<file path="config.mk">
export PLATFORM = sky130hd
export DESIGN_NAME = pipe_stage_elastic
export DESIGN_NICKNAME = d
export VERILOG_FILES = /design/src/rtl/pipe_stage_elastic.sv
export SDC_FILE = /design/constraint.sdc
export NUM_CORES = 1
export LEC_CHECK = 0
export BUFFER_PORTS_ARGS = -buffer_cell sky130_fd_sc_hd__buf_4
export CAP_MARGIN = 10
export CORE_AREA = 8 8 79 81
export DETAILED_ROUTE_END_ITERATION = 8
export DIE_AREA = 0 0 87 89
export MAX_ROUTING_LAYER = met4
export PLACE_DENSITY = 0.91
export SYNTH_ARGS = -nofsm -noshare
export SYNTH_HDL_FRONTEND = slang
export SYNTH_SLANG_ARGS = --single-unit
export TNS_END_PERCENT = 1
</file>
<file path="constraint.sdc">
create_clock -name clk -period 12.22 [get_ports clk]
set_clock_uncertainty 0.05 [all_clocks]
set_input_delay 1.222 -clock clk [delete_from_list [all_inputs] [get_ports clk]]
set_output_delay 1.222 -clock clk [all_outputs]
set_load 0.005 [all_outputs]
</file>
<file path="src/rtl/pipe_stage_elastic.sv">
// rtl/pipe_stage_elastic.sv - elastic DEPTH-entry pipeline stage with valid/ready handshake and flush
// in_ready is derived only from registered occupancy, so chained stages have no ready loop.
module pipe_stage_elastic #(
   parameter int                DATA_W    = 32,
   parameter int                DEPTH     = 2,
   parameter logic [DATA_W-1:0] FLUSH_VAL = DATA_W'(32'h0000_0013),
   parameter int                CNT_W     = $clog2(DEPTH + 1)
) (
   input  logic              clk,
   input  logic              rst,
   input  logic              flush,
   input  logic              in_valid,
   input  logic [DATA_W-1:0] in_data,
   output logic              in_ready,
   output logic              out_valid,
   output logic [DATA_W-1:0] out_data,
   input  logic              out_ready,
   output logic [CNT_W-1:0]  occupancy
);

   localparam int               PTR_W    = (DEPTH > 1) ? $clog2(DEPTH) : 1;
   localparam logic [PTR_W-1:0] LAST_PTR = PTR_W'(DEPTH - 1);
   localparam logic [CNT_W-1:0] FULL_CNT = CNT_W'(DEPTH);

   logic [DATA_W-1:0] mem [DEPTH];
   logic [PTR_W-1:0]  wr_ptr;
   logic [PTR_W-1:0]  rd_ptr;
   logic [CNT_W-1:0]  count;
   logic              push;
   logic              pop;
   logic [PTR_W-1:0]  wr_ptr_inc;
   logic [PTR_W-1:0]  rd_ptr_inc;

   assign in_ready  = (count < FULL_CNT);
   assign out_valid = (count != '0);
   assign occupancy = count;
   assign out_data  = out_valid ? mem[rd_ptr] : FLUSH_VAL;

   // Flush suppresses both handshakes so neither side sees a transfer that cycle.
   assign push = in_valid & in_ready & ~flush;
   assign pop  = out_valid & out_ready & ~flush;

   // Explicit wrap keeps non-power-of-two depths legal.
   assign wr_ptr_inc = (wr_ptr == LAST_PTR) ? '0 : wr_ptr + PTR_W'(1);
   assign rd_ptr_inc = (rd_ptr == LAST_PTR) ? '0 : rd_ptr + PTR_W'(1);

   always_ff @(posedge clk) begin
      if (rst || flush) begin
         wr_ptr <= '0;
         rd_ptr <= '0;
         count  <= '0;
      end else begin
         if (push) begin
            wr_ptr <= wr_ptr_inc;
         end
         if (pop) begin
            rd_ptr <= rd_ptr_inc;
         end
         case ({push, pop})
            2'b10:   count <= count + CNT_W'(1);
            2'b01:   count <= count - CNT_W'(1);
            default: count <= count;
         endcase
      end
   end

   // Storage is not reset; out_data masks it with FLUSH_VAL whenever empty.
   always_ff @(posedge clk) begin
      if (!rst && push) begin
         mem[wr_ptr] <= in_data;
      end
   end

endmodule

</file>
==> out/metrics.yaml <==
critPathLaunchType: "register"
maxSlewViolCount: 0
max_clock_freq_ghz: 0.3204
clk_latency_ns: 0.32
required_ns: 10.95
cts_resized: 0
vdd_drop_max_uv: 91.01
ys_seq_area_frac: 0.7673
synth_warnings: 0
postCtsSetupRepairBufs: 0
start_util: 0.5294
boundaryPins: 73
avgSynthCellArea_um2: 16.27
initialDrtViolationCount: 50
synth_compound_area_frac: 0.006648
critPathKind: "reg -> out"
nFillCells: 355
drt_pass1_iterations: 4
gp_congestion: 0.7157
clock_path_buffers: 2
pwr_density_cell_nw_per_um2: 133.7
hold_class: "reg -> reg"
setup_slack_ns: 9.099
dp_slack_ns: 9.086
antenna_found_initial: 0
hpwlAfterDp_um: 3345
route.detailed.wl_per_inst_um: 15.82
pwr-share-clk: 0.369
critPathMaxFanout: 32
synth_top_family_by_area: "multiplexers"
dieArea_um2: 7743
h-tree-depth: 3
synth.distinct_cells: 19
relSlewSlack: 0.3383
place.port_buffers: 72
clock-sinks: 69
status: "finished clean"
p_switching_uw: 88.87
swShare: 0.1919
syn_area_um2: 2635
combPwrFrac: 0.059
tritoncts: "yes"
wirelength_um: 5000
ant_nets: 0
ys_seq_elements: 69
synth-adder-area-share: 0.004748
cp-end-kind: "primary output"
grt_start_max_net_pins: 33
syn-num-nets: 200
grt.overflow.total: 0
core_area_um2: 4977
cts_root_buf: "clkbuf_8"
hold_buffers: 0
cp.arrival_ns: 1.85
period_minus_slack_ns: 3.121
syn2layout_area_growth_pct: 31.48
die_w_um: 87
drive_above_1_share: 0.3780
via_per_inst: 4.959
seq_power_share: 0.573
grt_pass1_wl_um: 7700
post-route-period-util: 0.2554
diodes: 0
first_global_vias: 1636
p_int_uw: 374.2
num_vias: 1567
drc: 0
tns_ns: 0
cap_violations: 0
synthXorXnorAreaFrac: 0.01330
setup_viol: 0
worstMarginPinSlew_ns: 0.9925
final_hold_viol_count: 0
cts.clk_slew.worst_paths_ns: 0.07
numCtsBuffers: 9
synthMuxAreaShare: 0.1216
die_h_um: 89
rows: 26
synthSimpleGateAreaFrac: 0.07123
grt_usage: 0.1387
leakage_uw: 0.001252
netlist_instances: 162
nets: 279
rsz0062_at_grt: "false"
==> power by group through the flow <==
stage               logic (uW)  clock network, uW  registers (uW)
floorplan                 9.78                  0             270
global placement          26.2                  0             270
detailed placement        27.4                  0             270
CTS                       27.5                174             265
global route              30.1                186             265
finish                    27.3                171             265
==> layout make-up <==
cell class | count | area (um2) | area share
inverters | 2 | 7.507 | 0.002167
clock inverters | 1 | 5.005 | 0.001445
repair buffers | 75 | 566.8 | 0.1636
multi-input cells | 84 | 588.1 | 0.1697
clock buffers | 15 | 186.4 | 0.05381
well taps | 70 | 87.58 | 0.02528
flip-flops and latches | 69 | 2023 | 0.5840
==> cells in the mapped netlist <==
cell      count  area (um2)
edfxtp_1     64        1922
xnor2_1       2       17.52
nor3_1        4       20.02
nand2_1       3       11.26
nor4b_1       1       8.760
a211oi_1      1       7.510
nor4_1        1       6.260
clkbuf_1      2       7.510
nor2_1       31       116.4
nor2b_1       1       6.260
mux2i_1      32       320.3
xor2_1        2       17.52
o21ai_0       2       10.01
inv_1         2       7.510
dfxtp_1       5       100.1
ha_1          1       12.51
buf_2         5       25.02
or3_1         1       6.260
nand2b_1      2       12.51
==> placed cells by master (no fill, tap or decap), drive strengths merged, types with 2 or more instances in the layout <==
cell type  netlist  layout
xnor2            2       2
mux2i           32      32
clkbuf           2      15
inv              2       2
nand2            3       3
edfxtp          64      64
xor2             2       2
buf              5      75
nand2b           2       2
nor3             4       4
nor2            31      31
dfxtp            5       5
o21ai            2       2
==> metrics by stage <==
step | cell area [um2] | hold slack (ns) | utilization | power, uW | std cells
floorplan | 2635 | 0.4700 | - | 279.4 | 162
global placement | 3262 | 0.4907 | 0.6554 | 296.2 | 299
detailed placement | 3262 | 0.5003 | 0.6554 | 297.7 | 299
CTS | 3453 | 0.5128 | 0.6938 | 467.1 | 315
global route | 3465 | 0.5589 | 0.6961 | 481.4 | 316
finish | 3465 | 0.5198 | 0.6961 | 463.1 | 316
==> flip-flops by register name, indices dropped and copies added, names as in the netlist, named ones only <==
name	cells
mem	64
rd_ptr	1
wr_ptr	1
occupancy	2
==> worst paths after layout <==
path                             start                        end  slack [ns]  cells past startpoint
max                           register               out_data[20]        9.10                      3
min                rd_ptr$_SDFFE_PP0P_        rd_ptr$_SDFFE_PP0P_        0.52                      2
max reg2reg  occupancy[1]$_SDFFE_PP0P_  occupancy[1]$_SDFFE_PP0P_       10.32                      5
min reg2reg        rd_ptr$_SDFFE_PP0P_        rd_ptr$_SDFFE_PP0P_        0.52                      2
==> metal layers <==
metal | track usage | part of all wire
met5 | - | 0
met4 | 0.06573 | 0.011
met3 | 0.05423 | 0.073
met2 | 0.2450 | 0.55
met1 | 0.1303 | 0.37
==> logic make-up after synthesis <==
logic type,after synthesis
adder cells (fa/ha/maj),1
multiplexers,32
buffers and inverters,9
XOR/XNOR,4
AND/OR/NAND/NOR,44
AO/OA/AOI/OAI,3
flip-flops,69
==> worst max-delay path, stage by stage, from the launching register on <==
cell and delay (ns):
dfxtp_2 0.99, mux2i_1 0.29, nor2_1 0.07, buf_4 0.17
(Power assumes the default switching activity.)
